`src/rtl/vga_pixel_gen_pkg.sv`:
```
// Shared constants for the VGA pixel generator: playfield geometry defaults,
// the arcade colour palette and the colour-band lookup.
package vga_pixel_gen_pkg;

  // Playfield geometry defaults.
  localparam int DEF_FB_W        = 224;
  localparam int DEF_FB_H        = 240;
  localparam int DEF_SCALE_SHIFT = 1;
  localparam int DEF_ORIGIN_X    = 96;
  localparam int DEF_ORIGIN_Y    = 0;
  localparam int DEF_ADDR_W      = 16;
  localparam int DEF_RED_ROWS    = 32;
  localparam int DEF_GREEN_ROWS  = 56;

  localparam int COORD_W = 11;

  typedef logic [COORD_W-1:0] coord_t;
  typedef logic [11:0]        rgb_t;

  // 12-bit {R,G,B} palette.
  localparam rgb_t RGB_BLACK = 12'h000;
  localparam rgb_t RGB_WHITE = 12'hFFF;
  localparam rgb_t RGB_RED   = 12'hF00;
  localparam rgb_t RGB_GREEN = 12'h0F0;

  typedef enum logic [1:0] {
    BAND_RED,
    BAND_WHITE,
    BAND_GREEN
  } band_e;

  // Which overlay band a framebuffer row falls in.
  function automatic band_e band_of(coord_t fy, coord_t red_rows, coord_t green_first);
    if (fy < red_rows)         return BAND_RED;
    else if (fy >= green_first) return BAND_GREEN;
    else                        return BAND_WHITE;
  endfunction

  // Final colour of one pixel: lit pixels take their band colour, all else black.
  function automatic rgb_t pixel_colour(logic lit, coord_t fy, coord_t red_rows,
                                        coord_t green_first);
    if (!lit) return RGB_BLACK;
    case (band_of(fy, red_rows, green_first))
      BAND_RED:   return RGB_RED;
      BAND_GREEN: return RGB_GREEN;
      default:    return RGB_WHITE;
    endcase
  endfunction

endpackage

```
`src/rtl/vga_pixel_gen_if.sv`:
```
// Framebuffer read port: registered address/enable out, 1-bit data back one
// cycle later from a synchronous RAM. MSB of the address selects the bank.
interface vga_pixel_gen_if
  import vga_pixel_gen_pkg::*;
#(
  parameter int ADDR_W = DEF_ADDR_W
);
  logic [ADDR_W:0] fb_addr;
  logic            fb_rd;
  logic            fb_data;

  // Pixel generator side.
  modport master (output fb_addr, output fb_rd, input fb_data);
  // RAM side.
  modport slave  (input fb_addr, input fb_rd, output fb_data);
endinterface

```
`src/rtl/vga_sync_delay.sv`:
```
// Fixed-depth shift register used to keep syncs/qualifiers aligned with the
// pixel pipeline. Reset value is a parameter so idle-high syncs come out high.
module vga_sync_delay #(
  parameter int               DEPTH     = 3,
  parameter int               WIDTH     = 1,
  parameter logic [WIDTH-1:0] RESET_VAL = '0
) (
  input  logic             clk,
  input  logic             rst,
  input  logic [WIDTH-1:0] din,
  output logic [WIDTH-1:0] dout
);

  logic [WIDTH-1:0] pipe [DEPTH];

  // Shift din through DEPTH stages; every stage is reset so no stale sync
  // survives a mid-line reset.
  // NOTE: non-blocking assignments make every stage sample the pre-edge value
  // of its neighbour; blocking ones would collapse the chain into one stage.
  always_ff @(posedge clk or negedge rst) begin
    if (!rst) begin
      for (int i = 0; i < DEPTH; i++) pipe[i] <= RESET_VAL;
    end else begin
      pipe[0] <= din;
      for (int i = 1; i < DEPTH; i++) pipe[i] <= pipe[i-1];
    end
  end

  assign dout = pipe[DEPTH-1];

endmodule

```
`src/rtl/vga_pixel_gen.sv`:
```
// VGA pixel generator: maps active-area coordinates onto a scaled 1-bpp
// double-buffered playfield, applies the red/white/green band overlay and
// delivers RGB with syncs delayed to match (3 clk end to end).
module vga_pixel_gen
  import vga_pixel_gen_pkg::*;
#(
  parameter int FB_W        = DEF_FB_W,
  parameter int FB_H        = DEF_FB_H,
  parameter int SCALE_SHIFT = DEF_SCALE_SHIFT,
  parameter int ORIGIN_X    = DEF_ORIGIN_X,
  parameter int ORIGIN_Y    = DEF_ORIGIN_Y,
  parameter int ADDR_W      = DEF_ADDR_W,
  parameter int RED_ROWS    = DEF_RED_ROWS,
  parameter int GREEN_ROWS  = DEF_GREEN_ROWS
) (
  input  logic                   clk,
  input  logic                   rst,
  input  logic                   hsync_in,
  input  logic                   vsync_in,
  input  logic                   de_in,
  input  logic                   frame_in,
  input  coord_t                 ux,
  input  coord_t                 uy,
  input  logic                   swap_req,
  output logic                   swap_ack,
  vga_pixel_gen_if.master        fb,
  output logic                   hsync,
  output logic                   vsync,
  output logic                   de_out,
  output rgb_t                   rgb
);

  localparam coord_t X_LO        = COORD_W'(ORIGIN_X);
  localparam coord_t X_HI        = COORD_W'(ORIGIN_X + (FB_W << SCALE_SHIFT));
  localparam coord_t Y_LO        = COORD_W'(ORIGIN_Y);
  localparam coord_t Y_HI        = COORD_W'(ORIGIN_Y + (FB_H << SCALE_SHIFT));
  localparam coord_t RED_LIMIT   = COORD_W'(RED_ROWS);
  localparam coord_t GREEN_FIRST = COORD_W'(FB_H - GREEN_ROWS);

  // A bank must hold the whole playfield.
  if (FB_W * FB_H > (1 << ADDR_W)) begin : g_fb_too_big
    $error("vga_pixel_gen: FB_W*FB_H exceeds 2**ADDR_W");
  end

  logic              bank;
  logic              in_field;
  coord_t            fx;
  coord_t            fy;
  logic [ADDR_W-1:0] addr_lin;

  logic              s1_field;
  coord_t            s1_fy;
  logic              s2_field;
  coord_t            s2_fy;

  // S1 combinational: playfield hit test and linear framebuffer address.
  // The subtractions are only consumed when the range test passes.
  // NOTE: every output gets a default at the top so no path leaves a latch.
  always_comb begin
    in_field = 1'b0;
    fx       = '0;
    fy       = '0;
    addr_lin = '0;
    in_field = de_in && (ux >= X_LO) && (ux < X_HI) && (uy >= Y_LO) && (uy < Y_HI);
    fx       = (ux - X_LO) >> SCALE_SHIFT;
    fy       = (uy - Y_LO) >> SCALE_SHIFT;
    addr_lin = ADDR_W'(fy) * ADDR_W'(FB_W) + ADDR_W'(fx);
  end

  // Frame-aligned bank swap; ack pulses for the single cycle after the swap.
  always_ff @(posedge clk or negedge rst) begin
    if (!rst) begin
      bank     <= 1'b0;
      swap_ack <= 1'b0;
    end else begin
      swap_ack <= frame_in & swap_req;
      if (frame_in && swap_req) bank <= ~bank;
    end
  end

  // S1 register: issue the RAM read; the address holds outside the playfield
  // so the RAM bus does not toggle during borders and blanking.
  always_ff @(posedge clk or negedge rst) begin
    if (!rst) begin
      fb.fb_rd   <= 1'b0;
      fb.fb_addr <= '0;
      s1_field   <= 1'b0;
      s1_fy      <= '0;
    end else begin
      fb.fb_rd <= in_field;
      s1_field <= in_field;
      s1_fy    <= fy;
      if (in_field) fb.fb_addr <= {bank, addr_lin};
    end
  end

  // S2 register: carry the hit flag and row alongside the RAM access.
  always_ff @(posedge clk or negedge rst) begin
    if (!rst) begin
      s2_field <= 1'b0;
      s2_fy    <= '0;
    end else begin
      s2_field <= s1_field;
      s2_fy    <= s1_fy;
    end
  end

  // S3 register: colour from RAM data and band; in_field already implies de.
  always_ff @(posedge clk or negedge rst) begin
    if (!rst) rgb <= RGB_BLACK;
    else      rgb <= pixel_colour(s2_field & fb.fb_data, s2_fy, RED_LIMIT, GREEN_FIRST);
  end

  logic [1:0] sync_q;

  vga_sync_delay #(
    .DEPTH     (3),
    .WIDTH     (2),
    .RESET_VAL (2'b11)
  ) u_sync_delay (
    .clk  (clk),
    .rst  (rst),
    .din  ({hsync_in, vsync_in}),
    .dout (sync_q)
  );

  assign hsync = sync_q[1];
  assign vsync = sync_q[0];

  vga_sync_delay #(
    .DEPTH     (3),
    .WIDTH     (1),
    .RESET_VAL (1'b0)
  ) u_de_delay (
    .clk  (clk),
    .rst  (rst),
    .din  (de_in),
    .dout (de_out)
  );

endmodule

```
`src/flat_wrapper.sv`:
```
// flat-port wrapper written by rule: the top's interface ports become plain ports
module vga_pixel_gen_flat import vga_pixel_gen_pkg::*;
#(
  parameter int FB_W        = DEF_FB_W,
  parameter int FB_H        = DEF_FB_H,
  parameter int SCALE_SHIFT = DEF_SCALE_SHIFT,
  parameter int ORIGIN_X    = DEF_ORIGIN_X,
  parameter int ORIGIN_Y    = DEF_ORIGIN_Y,
  parameter int ADDR_W      = DEF_ADDR_W,
  parameter int RED_ROWS    = DEF_RED_ROWS,
  parameter int GREEN_ROWS  = DEF_GREEN_ROWS
)
  (clk, rst, hsync_in, vsync_in, de_in, frame_in, ux, uy, swap_req, swap_ack, hsync, vsync, de_out, rgb, fb_fb_addr, fb_fb_rd, fb_fb_data);
  vga_pixel_gen_if #(.ADDR_W(ADDR_W)) fb_i ();
  input  logic clk;
  input  logic rst;
  input  logic hsync_in;
  input  logic vsync_in;
  input  logic de_in;
  input  logic frame_in;
  input  coord_t ux;
  input  coord_t uy;
  input  logic swap_req;
  output logic swap_ack;
  output logic hsync;
  output logic vsync;
  output logic de_out;
  output rgb_t rgb;
  output wire logic [$bits(fb_i.fb_addr)-1:0] fb_fb_addr;
  output wire logic [$bits(fb_i.fb_rd)-1:0] fb_fb_rd;
  input wire logic [$bits(fb_i.fb_data)-1:0] fb_fb_data;
  assign fb_fb_addr = fb_i.fb_addr;
  assign fb_fb_rd = fb_i.fb_rd;
  assign fb_i.fb_data = fb_fb_data;
  vga_pixel_gen #(.FB_W(FB_W), .FB_H(FB_H), .SCALE_SHIFT(SCALE_SHIFT), .ORIGIN_X(ORIGIN_X), .ORIGIN_Y(ORIGIN_Y), .ADDR_W(ADDR_W), .RED_ROWS(RED_ROWS), .GREEN_ROWS(GREEN_ROWS)) u_core (.clk(clk), .rst(rst), .hsync_in(hsync_in), .vsync_in(vsync_in), .de_in(de_in), .frame_in(frame_in), .ux(ux), .uy(uy), .swap_req(swap_req), .swap_ack(swap_ack), .fb(fb_i), .hsync(hsync), .vsync(vsync), .de_out(de_out), .rgb(rgb));
endmodule
```
`config.mk`:
```
export PLATFORM = sky130hd
export DESIGN_NAME = vga_pixel_gen_flat
export DESIGN_NICKNAME = d
export VERILOG_FILES = /design/src/rtl/vga_pixel_gen_pkg.sv /design/src/rtl/vga_pixel_gen_if.sv /design/src/rtl/vga_sync_delay.sv /design/src/rtl/vga_pixel_gen.sv /design/src/flat_wrapper.sv
export SDC_FILE = /design/constraint.sdc
export NUM_CORES = 1
export LEC_CHECK = 0
export CAP_MARGIN = 20
export CORE_MARGIN = 5
export CORE_UTILIZATION = 49
export CTS_CLUSTER_DIAMETER = 150
export DETAILED_ROUTE_END_ITERATION = 10
export GPL_TIMING_DRIVEN = 0
export PLACE_DENSITY = 0.82
export SYNTH_ARGS = -nofsm -noshare
export SYNTH_HDL_FRONTEND = slang
export SYNTH_SLANG_ARGS = --single-unit
```
`constraint.sdc`:
```
create_clock -name clk -period 1.49 [get_ports clk]
set_clock_uncertainty 0.05 [all_clocks]
set_input_delay 0.149 -clock clk [delete_from_list [all_inputs] [get_ports clk]]
set_output_delay 0.149 -clock clk [all_outputs]
set_load 0.01 [all_outputs]
```
# ---- Word-level counts from Yosys, hierarchy flattened
# Index checks and enable logic that the tools add are counted.
# W data, S select, Z words.
dict set report word_totals {
  ff_bits 62
  latch_bits 0
  mem_bits_rw 0
  mem_bits_ro 0
  inputBits 30
  output_inout_bits 34
  wordCells 38
  mem_count 0
}
dict set report classes {
  addsub 2
  multipliers 1
  div 0
  order_cmp 6
  n_eq_ne 1
  n_shift 0
  mux 5
  bitwise 3
  n_reduce_logical 6
}
# cell count
set op_table {}
lappend op_table {{$pmux W12 S2} 1}
lappend op_table {{$add A16 B10 Y16} 1}
lappend op_table {{$mux W12} 1}
lappend op_table {{$ge A11 B1 Y1 const B} 1}
lappend op_table {{$ge A11 B7 Y1 const B} 1}
lappend op_table {{$lt A11 B10 Y1 const B} 1}
lappend op_table {{$lt A11 B9 Y1 const B} 1}
lappend op_table {{$mul A10 B3 Y11 const B} 1}
lappend op_table {{$sub A11 B7 Y11 const B} 1}
lappend op_table {{$ge A10 B8 Y1 const B} 1}
lappend op_table {{$lt A10 B6 Y1 const B} 1}
lappend op_table {{$mux W2} 3}
lappend op_table {{$logic_and A1 B1 Y1} 5}
lappend op_table {{$and A1 B1 Y1} 2}
lappend op_table {{$eq A2 B2 Y1 const B} 1}
lappend op_table {{$logic_not A2 Y1} 1}
lappend op_table {{$not A1 Y1} 1}

# ---- Logic depth before layout (Yosys ltp)
dict set report depth {
  depth_word 7
  depth_mapped 12
  mapped_depth_nobuf 12
}

# ---- By module
# A second synthesis with hierarchy kept.
dict set report unflattened {
  hier_cells 229
  hier_area_um2 2618.8
}
# module instances cells_per_inst area_each_um2 seq_area_each_um2
set by_module_without_submodules {}
lappend by_module_without_submodules {vga_pixel_gen 1 218 2371.0 950.9}
lappend by_module_without_submodules {{vga_sync_delay (u_core.u_sync_delay)} 1 8 172.7 157.7}
lappend by_module_without_submodules {{vga_sync_delay (u_core.u_de_delay)} 1 3 75.1 75.1}

# ---- Least setup slack after synthesis
# No wires, ideal clock.
dict set report synth_timing {
  path_kind {in2reg}
  start {input uy[1]}
  end {register u_core.fb.fb_addr[15]}
  setup_time_ns 0.092
  arrival_ns 2.659
  required_time_ns 1.348
  setup_slack_ns -1.311
  path_stages 12
  path_buffers 0
  path_cell_list {fa_1 > ha_1 > inv_1 > fa_1 > inv_1 > ha_1 > o21a_1 > o31a_1 > nor2_1 > nor4_2 > a31oi_1 > o31ai_2}
}
dict set report synth_between {
  elab_chain_cells 3
  elab_cells_between_ends 6
}
# item line_no
set synth_lines {}
lappend synth_lines {{start: declaration} flat_wrapper.sv:22} ;# input coord_t uy;
lappend synth_lines {{parallel branches: the longest is 3 deep, another holds $add A16 B10 Y16} --}
lappend synth_lines {{end signal: assignment} vga_pixel_gen.sv:93} ;# if (in_field) fb.fb_addr <= {bank, addr_lin};
lappend synth_lines {{end: declaration} vga_pixel_gen_if.sv:13} ;# modport master (output fb_addr, output fb_rd, input fb_data);
# Parallel ways; which one is timed is not known.
# A chain may end at the register's enable or synchronous reset.

# ---- Worst setup path in the final report
dict set report layout_timing {
  start {input uy[3]}
  end {register u_core.fb.fb_addr[14]}
}
# The elaborated chain is that of the path after synthesis.

==> results by group <==
Run status
  – Status: complete, but fails checks
  – Failing checks: setup timing

Timing
  – Final min period: 2684 ps
  – Final hold vios: 0
  – Setup ws final: -1194 ps
  – Setup TNS: -8183 ps
  – Max Clk Rate: 372.6 MHz
  – Slew headroom: 60.40%
  – RSZ-0062 raised after global routing: yes
  – Slew @ Worst Pin: 589.7 ps
  – Setup-failing EPs final: 8
  – Slew Limit Fails: 0
  – Final period util: 180.1%

Critical path
  – CP Capture Type: flip-flop
  – CP Max Fanout: 4
  – Reg2reg end: u_core.rgb[3]$_DFF_PN0_
  – CP Launch Type: input pin
  – Register-to-Register Path Depth: 3
  – Largest delay share family, worst path: adder cells
  – CP Launch Point: uy[3]
  – Critical path's largest stage delay: 570 ps
  – Critical path buffers and inverters: 4
  – Worst-path cell chain: buf_8 -> buf_4 -> fa_1 -> inv_1 -> fa_2 -> inv_2 -> ha_4 -> o21ai_2 -> o21bai_1 -> a21oi_2 -> nor4_2 -> a21oi_1 -> o31ai_2
  – Worst Setup EP: u_core.fb.fb_addr[14]$_DFFE_PN0P_
  – Reg2reg setup slack: 140 ps
  – Data arrival time of the worst path: 2860 ps
  – Worst path slowest cell: fa_2
  – FF-to-FF Start: u_core.s2_fy[5]$_DFF_PN0_
  – CP required: 1660 ps
  – Crit Path Class: input pin to flip-flop
  – Cell depth of the worst setup path: 13

Floorplan
  – Die Ht: 82.69 um
  – Core box area: 5107 um2
  – Die Wd: 82.69 um
  – Starting density of the core: 50.69%
  – I/O pins: 64
  – # rows: 26
  – DIE AREA: 6837 um2

Final layout
  – Commonest non-fill, non-tap cells in the layout: dfrtp_1 (41), clkdlybuf4s50_1 (32), nand2_1 (31)
  – N_diodes: 0
  – Layout area overhead: 38.47%
  – Layout cell share with drive strength beyond 1: 28.66%
  – Layout net count: 366
  – Commonest non-fill, non-tap cell in the layout: dfrtp_1

Logic synthesis
  – Yosys top cell by area: dfrtp_1
  – Syn Std Cell Area: 2589 um2
  – Top cell type's share of synthesized area: 39.63%
  – Gate Count Post-Synth: 224
  – Ranking of synthesized cells by area: dfrtp_1 (40%), ha_1 (9.2%), fa_1 (8.5%)
  – Top_reg_cell synth: dfrtp_1
  – Syn_nets: 284
  – Syn. warnings: 0
  – Synth async-reset ratio: 100.0%
  – Library cells used by synthesis: 49
  – Mapped Avg Cell Area: 11.56 um2
  – Sequential area share after synthesis: 45.72%
  – Flops & latches, synth: 47
  – Post-synth EDFFs: 0

Clock tree
  – CTS tree: built
  – CTS H-tree depth: 2
  – Clock slew at reported path FFs: 100 ps
  – CTS Buf Count: 5
  – Clock latency on the worst-skew pair: 300 ps
  – CTS max path bufs: 2
  – CTS Root Cell: clkbuf_8
  – Clock sinks: 47

Pwr
  – Leakage: 1.734 nW
  – Reg power frac: 36.5%
  – PwrDens: 1227 nW/um2
  – Switch Pwr: 1.543 mW
  – Worst VDD drop: 0.0005972 V
  – Comb pwr share: 45.4%
  – Total Power: 4.397 mW
  – Clock Power Share: 18.1%
  – Net Sw Frac: 35.10%
  – Int Pwr: 2.854 mW

Placed design
  – Port Buffers: 61
  – GPL Wtd Cong: 0.7889
  – Final HPWL DP: 4213 um

Routing
  – Final antenna-violating net count: 0
  – Via count: 1925
  – Vias per inst: 5.106
  – First-pass DRT Iterations: 4
  – Drt first-iter violations: 54
  – Drt total wl: 5601 um
  – Detailed-route DRC error count: 0
  – Wire per inst: 14.86 um

GRT
  – First-pass GRT wire length: 8631 um
  – Overall Global Routing Usage: 16.66%
  – Initial antenna violation count: 0
  – Grt ovf: 0
  – Largest net degree at the start of global routing: 40
  – Vias in the first global route: 2008

Min path
  – Worst Hold Class: input pin to flip-flop

Job
  – Max-Cap Viols: 0
## how the worst min path moves through the flow
stage	start	to	cells past startpoint
6_report	uy[7]	u_core.s1_fy[6]$_DFF_PN0_	1
3_3_place_gp	u_core.u_de_delay.pipe[2]$_DFF_PN0_	u_core.u_de_delay.pipe[1]$_DFF_PN0_	0
3_5_place_dp	rst	u_core.s1_fy[9]$_DFF_PN0_	1
4_1_cts	uy[10]	u_core.s1_fy[9]$_DFF_PN0_	1
2_1_floorplan	rst	u_core.bank$_DFFE_PN0P_	0
5_1_grt	uy[7]	u_core.s1_fy[6]$_DFF_PN0_	1
## logic make-up after synthesis
group,synth area share (%)
simple gates,11.36
flops,45.72
compound gates,13.15
fa+ha+maj,17.69
buf+inv,6.379
xor+xnor,5.703
## repair_timing
action,CTS,global route
pin swaps,14,14
hold buffers,2,0
gates resized for setup,62,23
endpoints found under the hold margin,43,0
setup endpoints to repair,30,23
buffers inserted,8,4
## per-layer routing
layer,GRT usage (%),vias up,wire length (um)
li1,-,924,-
met1,17.38,939,2206
met2,32.21,54,2985
met3,2.820,8,325
met4,7.353,0,83
met5,0,-,0
## sequential cells by signal (all words and copies together), names as in the netlist
signal / flops
u_core.u_sync_delay.pipe: 4
u_core.s1_fy: 7
u_core.rgb: 3
u_core.fb.fb_addr: 17
u_core.s2_fy: 7
u_core.fb.fb_rd: 1
u_core.u_de_delay.pipe: 2
u_core.bank: 1
u_core.s2_field: 1
u_core.swap_ack: 1
u_core.u_sync_delay.dout: 2
u_core.u_de_delay.dout: 1
## power groups by stage
stage          clock [mW]  combinational [mW]  sequential, mW
2_1_floorplan           0               0.930            1.70
3_3_place_gp            0                1.65            1.62
3_5_place_dp            0                1.72            1.63
4_1_cts             0.822                1.84            1.60
5_1_grt             0.884                2.16            1.63
6_report            0.797                1.99            1.61
## cells in the mapped netlist (3+ instances only)
library cell  instances
buf_6                 3
o21a_1                4
ha_1                 19
o21ai_1               9
xor2_1               10
inv_1                11
a21o_1                4
buf_4                 9
nor3_1                5
a21oi_2               3
dfrtp_1              41
dfstp_2               6
nand2_1              31
nor2_1                8
a21oi_1               8
fa_1                 11
xnor2_1               5
## through the flow
step	util [%]	hold slack, ps	instance area, um2	setup WS [ps]	instances
floorplan	-	-196.6	2614	-1263	224
global placement	64.85	282.7	3312	-1939	355
detailed placement	65.14	-38.69	3327	-2004	356
CTS	69.13	102.1	3531	-1166	374
global route	70.19	15.64	3585	-1294	377
finish	70.19	16.09	3585	-1194	377
## final cells by class
class                   instances  area (um2)
plain buffers                  14       121.4
clock buffers                   5       68.82
clock inverters                 3       28.78
fillers                       351        1523
inverters                      12       45.04
multi-input cells             151        1354
flip-flops and latches         47        1184
well taps                      70       87.58
repair buffers                 75       695.7
Note: power is estimated with default switching activity, not from simulation.
